$ cat src/rtl/button_pkg.sv
// Shared types and default parameters for the button press decoder.
package button_pkg;

  typedef enum logic [1:0] {
    IDLE  = 2'd0,
    PRESS = 2'd1,
    LONG  = 2'd2
  } state_e;

  localparam int DEF_CNT_W         = 8;
  localparam int DEF_LONG_CYCLES   = 50;
  localparam int DEF_REPEAT_CYCLES = 10;

endpackage

$ cat src/rtl/sat_counter.sv
// Up-counter with synchronous clear that saturates at all-ones instead of wrapping.
module sat_counter #(
  parameter int W = 8
) (
  input  logic         clk,
  input  logic         clr,
  input  logic         inc,
  output logic [W-1:0] count
);

  logic [W-1:0] count_q, count_d;

  always_comb begin
    count_d = count_q;
    if (clr) begin
      count_d = '0;
    end else if (inc && (count_q != '1)) begin
      count_d = count_q + 1'b1;
    end
  end

  // NOTE: state registers use non-blocking assignments so every flop samples pre-edge values.
  always_ff @(posedge clk) begin
    count_q <= count_d;
  end

  assign count = count_q;

endmodule

$ cat src/rtl/button_press_decoder.sv
// Turns a stable button level into registered press/short/long/release/repeat pulses.
// Auto-repeat is built only when BUTTON_AUTO_REPEAT_EN is defined.
module button_press_decoder
  import button_pkg::*;
#(
  parameter int CNT_W         = DEF_CNT_W,
  parameter int LONG_CYCLES   = DEF_LONG_CYCLES,
  parameter int REPEAT_CYCLES = DEF_REPEAT_CYCLES
) (
  input  logic             button_clk,
  input  logic             reset,
  input  logic             stableButton,
  output logic             press_pulse,
  output logic             short_pulse,
  output logic             long_pulse,
  output logic             release_pulse,
  output logic             repeat_pulse,
  output logic             held,
  output logic [CNT_W-1:0] hold_count
);

  localparam longint MAX_CNT = (longint'(1) << CNT_W) - 1;

  if (LONG_CYCLES < 2 || longint'(LONG_CYCLES) > MAX_CNT) begin : g_bad_long
    $error("button_press_decoder: LONG_CYCLES out of range");
  end
  if (REPEAT_CYCLES < 1 || longint'(REPEAT_CYCLES) > MAX_CNT) begin : g_bad_repeat
    $error("button_press_decoder: REPEAT_CYCLES out of range");
  end

  localparam logic [CNT_W-1:0] LONG_LAST = CNT_W'(LONG_CYCLES - 1);

  state_e           state_q, state_d;
  logic             press_q, press_d;
  logic             short_q, short_d;
  logic             long_q, long_d;
  logic             release_q, release_d;
  logic             held_q;
  logic [CNT_W-1:0] hold_count_q;

  // The hold count is zero whenever the button is low, so IDLE+btn lands on 1.
  sat_counter #(.W(CNT_W)) u_hold_cnt (
    .clk   (button_clk),
    .clr   (reset | ~stableButton),
    .inc   (stableButton),
    .count (hold_count_q)
  );

  // NOTE: every combinational output gets a default first so no latch is inferred.
  always_comb begin
    state_d   = state_q;
    press_d   = 1'b0;
    short_d   = 1'b0;
    long_d    = 1'b0;
    release_d = 1'b0;
    unique case (state_q)
      IDLE: begin
        if (stableButton) begin
          state_d = PRESS;
          press_d = 1'b1;
        end
      end
      PRESS: begin
        if (!stableButton) begin
          state_d   = IDLE;
          short_d   = 1'b1;
          release_d = 1'b1;
        end else if (hold_count_q == LONG_LAST) begin
          state_d = LONG;
          long_d  = 1'b1;
        end
      end
      LONG: begin
        if (!stableButton) begin
          state_d   = IDLE;
          release_d = 1'b1;
        end
      end
      default: state_d = IDLE;
    endcase
  end

  always_ff @(posedge button_clk) begin
    if (reset) begin
      state_q   <= IDLE;
      press_q   <= 1'b0;
      short_q   <= 1'b0;
      long_q    <= 1'b0;
      release_q <= 1'b0;
      held_q    <= 1'b0;
    end else begin
      state_q   <= state_d;
      press_q   <= press_d;
      short_q   <= short_d;
      long_q    <= long_d;
      release_q <= release_d;
      held_q    <= (state_d != IDLE);
    end
  end

`ifdef BUTTON_AUTO_REPEAT_EN
  localparam logic [CNT_W-1:0] REP_LAST = CNT_W'(REPEAT_CYCLES - 1);

  logic [CNT_W-1:0] rep_count;
  logic             rep_inc, rep_hit, repeat_q;

  // Counter is held at 0 outside LONG, so it starts fresh on the LONG entry edge.
  assign rep_inc = (state_q == LONG) && stableButton;
  assign rep_hit = rep_inc && (rep_count == REP_LAST);

  sat_counter #(.W(CNT_W)) u_rep_cnt (
    .clk   (button_clk),
    .clr   (reset | ~rep_inc | rep_hit),
    .inc   (rep_inc),
    .count (rep_count)
  );

  always_ff @(posedge button_clk) begin
    if (reset) begin
      repeat_q <= 1'b0;
    end else begin
      repeat_q <= rep_hit;
    end
  end

  assign repeat_pulse = repeat_q;
`else
  assign repeat_pulse = 1'b0;
`endif

  assign press_pulse   = press_q;
  assign short_pulse   = short_q;
  assign long_pulse    = long_q;
  assign release_pulse = release_q;
  assign held          = held_q;
  assign hold_count    = hold_count_q;

endmodule

$ cat config.mk
export PLATFORM = sky130hd
export DESIGN_NAME = button_press_decoder
export DESIGN_NICKNAME = d
export VERILOG_FILES = /design/src/rtl/button_pkg.sv /design/src/rtl/sat_counter.sv /design/src/rtl/button_press_decoder.sv
export SDC_FILE = /design/constraint.sdc
export NUM_CORES = 1
export LEC_CHECK = 0
export CAP_MARGIN = 20
export CORE_AREA = 2 2 41 43
export CTS_CLUSTER_DIAMETER = 200
export DETAILED_ROUTE_END_ITERATION = 7
export DIE_AREA = 0 0 43 45
export DONT_BUFFER_PORTS = 1
export GPL_ROUTABILITY_DRIVEN = 0
export PLACE_DENSITY = 0.72
export SLEW_MARGIN = 0
export SYNTH_ARGS = -nofsm -noshare
export SYNTH_HDL_FRONTEND = slang
export SYNTH_SLANG_ARGS = --single-unit
$ cat constraint.sdc
create_clock -name button_clk -period 2 [get_ports button_clk]
set_clock_uncertainty 0.1 [all_clocks]
set_input_delay 0.4 -clock button_clk [delete_from_list [all_inputs] [get_ports button_clk]]
set_output_delay 0.4 -clock button_clk [all_outputs]
set_load 0.005 [all_outputs]
==> results of run 1 <==
## worst paths after layout
path	slack (ns)	end	cells after the start
worst max-delay path	0.39	held$_SDFF_PP0_	5
worst min-delay path	0.07	short_pulse$_SDFF_PP0_	1
worst max register to register	0.39	held$_SDFF_PP0_	5
worst min register to register	0.45	u_hold_cnt.count[4]$_SDFFE_PP0P_	1
## per-stage QoR
stage	total power [uW]	hold WS (ns)
after floorplan	353	0.376
after global placement	355	0.377
after detailed placement	356	0.380
after CTS	536	0.0622
after global routing	555	0.0574
final	525	0.0736
## power by group through the flow
stage	Sequential, uW	Clock, uW	Combinational (uW)
global placement	321	0	34.0
CTS	315	187	34.7
global route	316	199	39.8
finish	315	176	34.3
floorplan	320	0	33.1
detailed placement	321	0	34.4
## worst reg2reg max path, stage by stage, from the launching register on
cell	delay [ns]
dfxtp_1	0.42
inv_1	0.09
ha_1	0.26
or3b_1	0.38
o2111ai_1	0.13
o211ai_1	0.12
## kinds of logic after synthesis
family / share of synthesized area (%)
AOI/OAI and AO/OA: 18.3
muxes: 1.25
DFF: 37.4
and+or+nand+nor: 28.4
adders and majority gates: 9.36
buffers and inverters: 4.83
other: 0.468
## synth_stat cells, types with 2 or more instances
master    count
and2_1        2
ha_1          6
a21oi_1       4
o21ai_0       4
dfxtp_1      15
nand2b_1      2
and3_1        2
nand3_1       4
inv_1         4
nand2_1       6
buf_4         2
nor2_1        2
nor3b_1       2
a31oi_1       2
and4_1        2
## area by class of cell
type	instances	share of cell area (%)
Clock buffer	4	3.19
Sequential cell	15	36.4
Inverter	4	1.82
Multi-Input combinational cell	60	56.1
Tap cell	16	2.43
## layer usage
| metal | track usage, % | vias to the layer above | wire length (microns) |
|---|---|---|---|
| li1 | - | 305 | - |
| met1 | 24.4 | 285 | 735 |
| met2 | 26.7 | 19 | 613 |
| met3 | 5.20 | 4 | 71 |
| met4 | 14.5 | 0 | 50 |
| met5 | 0 | - | 0 |
## flip-flops by register name (all words and copies together) (netlist names)
signal,cells
long_pulse,1
u_hold_cnt.count,8
release_pulse,1
short_pulse,1
held,1
state_q,2
press_pulse,1
==> results.sh, run 1 <==
export IMPL_outcome="finished clean"
export IMPL_antenna_found_initial=0
export IMPL_cts_resized=0
export IMPL_crit_type="reg -> reg"
export IMPL_layout_drive_gt1_share_pct=12.0
export IMPL_period_share_pct=80.7
export IMPL_routed_wl_microns=1470
export IMPL_ir_drop_v=0.000388
export IMPL_overflow=0
export IMPL_synthCells=83
export IMPL_cts_tree="yes"
export IMPL_synth_largest_area_cell="dfxtp_1"
export IMPL_worst_slack_ns=0.386
export IMPL_p_clk_share_pct=33.5
export IMPL_cts_buffers=3
export IMPL_p_seq_share_pct=59.9
export IMPL_vias_per_cell=6.19
export IMPL_crit_start="state_q[0]$_SDFF_PP0_"
export IMPL_dpl_hpwl_microns=1060
export IMPL_timing_setup_tns_ns=0
export IMPL_ys_warn_count=0
export IMPL_fin_cells=99
export IMPL_synth_edf_count=0
export IMPL_dr_first_iter_drc_count=8
export IMPL_cts_setup_buffers=0
export IMPL_die_h_microns=45
export IMPL_setup_viol=0
export IMPL_crit_chain="inv_1 -> ha_1 -> or3b_1 -> o2111ai_1 -> o211ai_1"
export IMPL_diodes=0
export IMPL_grtUsageTotal_pct=18.9
export IMPL_synth_area_sq_um=802
export IMPL_period_minus_slack_ns=1.61
export IMPL_dpl_instance_area_sq_um=798
export IMPL_slowest_stage="dfxtp_1"
export IMPL_synth_top_cell_area_share_pct=37.4
export IMPL_synthFlopType="dfxtp_1"
export IMPL_synth_fp_nets=92
export IMPL_die_w_microns=43
export IMPL_grt_max_degree=12
export IMPL_cp_top_family="flip-flops"
export IMPL_hold_viol_final=0
export IMPL_syn2layout_area_growth_pct=2.81
export IMPL_synth_area_leaders="dfxtp_1, ha_1, nor4b_4, nand2_1, a21oi_1"
export IMPL_synthArstFlopShare_pct=0
export IMPL_rsz0062_at_grt="no"
export IMPL_synth_seq_area_share_pct=37.4
export IMPL_seq_area_sq_um=300
export IMPL_multi_input_area_sq_um=463
export IMPL_num_io_pins=17
export IMPL_drc_errors=0
export IMPL_wl_per_cell_microns=14.9
export IMPL_placedCellCount=95
export IMPL_timing_fmax_ghz=0.620
export IMPL_pwr_density_cell_nw_per_um2=637
export IMPL_mostFrequentLayoutCells="dfxtp_1, nand2_1, ha_1"
export IMPL_hold_buffers=0
export IMPL_cts_sinks=15
export IMPL_crit_required_ns=2.07
export IMPL_p_sw_share_pct=23.7
export IMPL_core_sq_um=1470
export IMPL_grt_pass1_wl_microns=2590
export IMPL_dp_slack_ns=0.416
export IMPL_firstDrtPassIters=4
export IMPL_pwr_share_comb_pct=6.5
export IMPL_clk_pin_slew_ns=0.09
export IMPL_layout_commonest_cell="dfxtp_1"
export IMPL_regToRegStartpoint="state_q[0]$_SDFF_PP0_"
export IMPL_numPortBuffers=0
export IMPL_antenna_left=0
export IMPL_cts_buffer_depth=2
export IMPL_switchingPower_uw=124
export IMPL_cp_max_fo=5
export IMPL_critical_path_startpoint_type="flop"
export IMPL_rows=14
export IMPL_relSlewSlack_pct=60.4
export IMPL_slowest_delay_ns=0.42
export IMPL_fillers=140
export IMPL_postSynthAreaPerCell_sq_um=9.66
export IMPL_intPower_uw=401
export IMPL_finish_utilization_pct=56.0
export IMPL_grt_pass1_vias=577
export IMPL_endpoint_kind="flop"
export IMPL_worstHoldStart="stableButton"
export IMPL_maxSlewViolCount=0
export IMPL_worstSkewPairLatency_ns=0.29
export IMPL_fin_area_sq_um=825
export IMPL_num_vias=613
export IMPL_start_util_pct=54.5
export IMPL_cts_root_buffer="clkbuf_4"
export IMPL_ys_ff_latch=15
export IMPL_tightest_slew_ns=0.592
export IMPL_final_nets=93
export IMPL_fp_dieArea_sq_um=1940
export IMPL_maxCapViolations=0
export IMPL_worstHoldPathType="in -> reg"
export IMPL_p_leak_uw=0.000311
export IMPL_synthDistinctLibCells=39
export IMPL_worstPathArrival_ns=1.68
export IMPL_htreeDepth=1
export IMPL_path_buf_inv=1
(Power assumes the default switching activity.)
==> inputs of run 2 (changes only) <==
Settings changed: ABC_AREA set to 1, CORE_AREA 2 2 41 43 to 2 2 43 45, DIE_AREA 0 0 43 45 to 0 0 45 47, PLACE_DENSITY 0.72 to 0.71.
Clock period 2 ns to 1.45 ns, I/O delays scaled along.
==> run 2 against run 1 <==
Clock power rose by 32%. Largest power group unchanged. Hold slack improved by 0.0034 ns. Register-to-register slack got worse by 0.27 ns. Critical endpoint is now u_hold_cnt.count[4]$_SDFFE_PP0P_. Power rose by 39%. Combinational power rose by 81%. Sequential share of layout area fell by 3.4 points.
==> results.sh, run 2 <==
export IMPL_mostFrequentLayoutCells="nand2_1, inv_1, nor2_1"
export IMPL_cp_max_fo=5
export IMPL_synth_area_sq_um=822
export IMPL_worstHoldStart="stableButton"
export IMPL_fp_dieArea_sq_um=2120
export IMPL_rsz0062_at_grt="no"
export IMPL_crit_type="reg -> reg"
export IMPL_cts_sinks=15
export IMPL_yosysMostFrequentCell="nand2_1"
export IMPL_period_minus_slack_ns=1.34
export IMPL_postSynthAreaPerCell_sq_um=7.21
export IMPL_synthTopCellsByCount="nand2_1, inv_1, nor2_1"
export IMPL_fin_area_sq_um=936
export IMPL_dpl_hpwl_microns=1210
export IMPL_grt_pass1_vias=662
export IMPL_largest_reg_flops=8
export IMPL_antenna_left=0
export IMPL_ir_drop_v=0.000418
export IMPL_worstHoldPathType="in -> reg"
export IMPL_syn2layout_area_growth_pct=13.9
export IMPL_period_share_pct=92.1
export IMPL_synth_largest_area_cell="dfxtp_1"
export IMPL_clk_pin_slew_ns=0.09
export IMPL_hold_viol_final=0
export IMPL_rows=15
export IMPL_ys_ff_latch=15
export IMPL_routed_wl_microns=1560
export IMPL_vias_per_cell=5.13
export IMPL_core_sq_um=1650
export IMPL_synthFlopType="dfxtp_1"
export IMPL_setup_viol=0
export IMPL_grt_pass1_wl_microns=2700
export IMPL_grt_max_degree=13
export IMPL_firstDrtPassIters=4
export IMPL_htreeDepth=1
export IMPL_crit_start="u_hold_cnt.count[1]$_SDFFE_PP0P_"
export IMPL_synth_seq_area_share_pct=36.5
export IMPL_worstPathArrival_ns=1.45
export IMPL_timing_setup_tns_ns=0
export IMPL_maxSlewViolCount=0
export IMPL_drc_errors=0
export IMPL_ys_warn_count=0
export IMPL_dr_first_iter_drc_count=5
export IMPL_critical_path_startpoint_type="flop"
export IMPL_synthDistinctLibCells=25
export IMPL_num_vias=718
export IMPL_synth_area_leaders="dfxtp_1, nand2_1, ha_1, inv_1, nor2_1"
export IMPL_pwr_density_cell_nw_per_um2=779
export IMPL_start_util_pct=49.8
export IMPL_numPortBuffers=0
export IMPL_synth_top_cell_area_share_pct=36.5
export IMPL_cts_buffer_depth=2
export IMPL_dpl_instance_area_sq_um=861
export IMPL_p_leak_uw=0.000415
export IMPL_overflow=0
export IMPL_timing_fmax_ghz=0.749
export IMPL_endpoint_kind="flop"
export IMPL_maxCapViolations=0
export IMPL_die_w_microns=45
export IMPL_synth_fp_nets=123
export IMPL_outcome="finished clean"
export IMPL_worstSkewPairLatency_ns=0.28
export IMPL_cts_tree="yes"
export IMPL_num_io_pins=17
export IMPL_synthArstFlopShare_pct=0
export IMPL_diodes=0
export IMPL_synthCells=114
export IMPL_final_nets=133
export IMPL_grtUsageTotal_pct=17.2
export IMPL_layout_commonest_cell="nand2_1"
export IMPL_cts_buffers=3
export IMPL_regToRegStartpoint="u_hold_cnt.count[1]$_SDFFE_PP0P_"
export IMPL_wl_per_cell_microns=11.1
export IMPL_hold_slack_ns=0.0770
export IMPL_die_h_microns=47
export IMPL_crit_required_ns=1.57
export IMPL_synth_edf_count=0
export IMPL_layout_drive_gt1_share_pct=17.9
export IMPL_antenna_found_initial=0
export IMPL_cts_root_buffer="clkbuf_4"
-- run 2: changes by cell type in the layout (fill, tap and decap cells not counted), sizes merged, moves of 3 or more --
cell   before  now
and4        3    0
buf         0    5
inv         4   18
nand2       6   27
nor2        2   19
-- run 2: worst paths after layout --
kind	end	slack, ns	cells after the start
setup reg to reg	u_hold_cnt.count[4]$_SDFFE_PP0P_	0.11	8
hold / removal	u_hold_cnt.count[2]$_SDFFE_PP0P_	0.08	2
hold reg to reg	u_hold_cnt.count[3]$_SDFFE_PP0P_	0.46	2
setup / recovery	u_hold_cnt.count[4]$_SDFFE_PP0P_	0.11	8
-- run 2: metal layers --
metal	part of all wire (%)	vias up	GRT usage (%)
met2	49	19	28.6
met5	0	-	0
met1	45	323	21.1
met4	0.90	0	7.06
met3	5.1	4	4.62
li1	-	372	-
-- run 2: per-stage QoR --
| stage | setup slack (ns) | utilization (%) | cells | power, uW |
|---|---|---|---|---|
| after floorplan | 0.135 | - | 114 | 488 |
| after global placement | 0.0699 | 52.1 | 133 | 497 |
| after detailed placement | 0.0331 | 52.1 | 133 | 498 |
| after CTS | 0.0155 | 54.9 | 139 | 738 |
| after global routing | 0.00204 | 56.7 | 140 | 777 |
| final | 0.114 | 56.7 | 140 | 729 |
-- run 2: cell families (layout without fill, tap and decap cells) --
logic type	after synthesis	count (layout)	synth area share [%]
AO/OA/AOI/OAI	11	11	7.91
XOR/XNOR	1	1	1.07
adder cells (fa/ha/maj)	6	6	9.13
buffers and inverters	21	30	10.3
flip-flops	15	15	36.5
other	1	1	0.456
AND/OR/NAND/NOR	59	59	34.6
-- run 2: worst max-delay path: stages, from the launching register on --
cell	delay [ns]
dfxtp_4	0.39
ha_4	0.14
nand2_2	0.07
nor2_4	0.17
buf_4	0.13
nand3_1	0.09
nand2_1	0.07
nand2_1	0.04
nor2_1	0.08
-- run 2: cell type report --
type	count	area (sq um)
repair buffers	7	57.6
inverters	19	72.6
multi-input cells	78	449
flip-flops and latches	15	309
clock buffers	4	26.3
fillers	159	716
well taps	17	21.3
-- run 2: where the power goes --
part	internal (uW)	switching, uW	leakage, uW
Sequential	423	11.2	0.000124
Combinational	28.5	33.5	0.000277
Clock	107	126	0.0000150
-- run 2: timing repair --
item                                    CTS  global route
buffers inserted                          0             1
endpoints found under the setup margin    0            10
hold buffers                              2             0
resized for setup                         0             8
hold endpoints to repair                  4             0
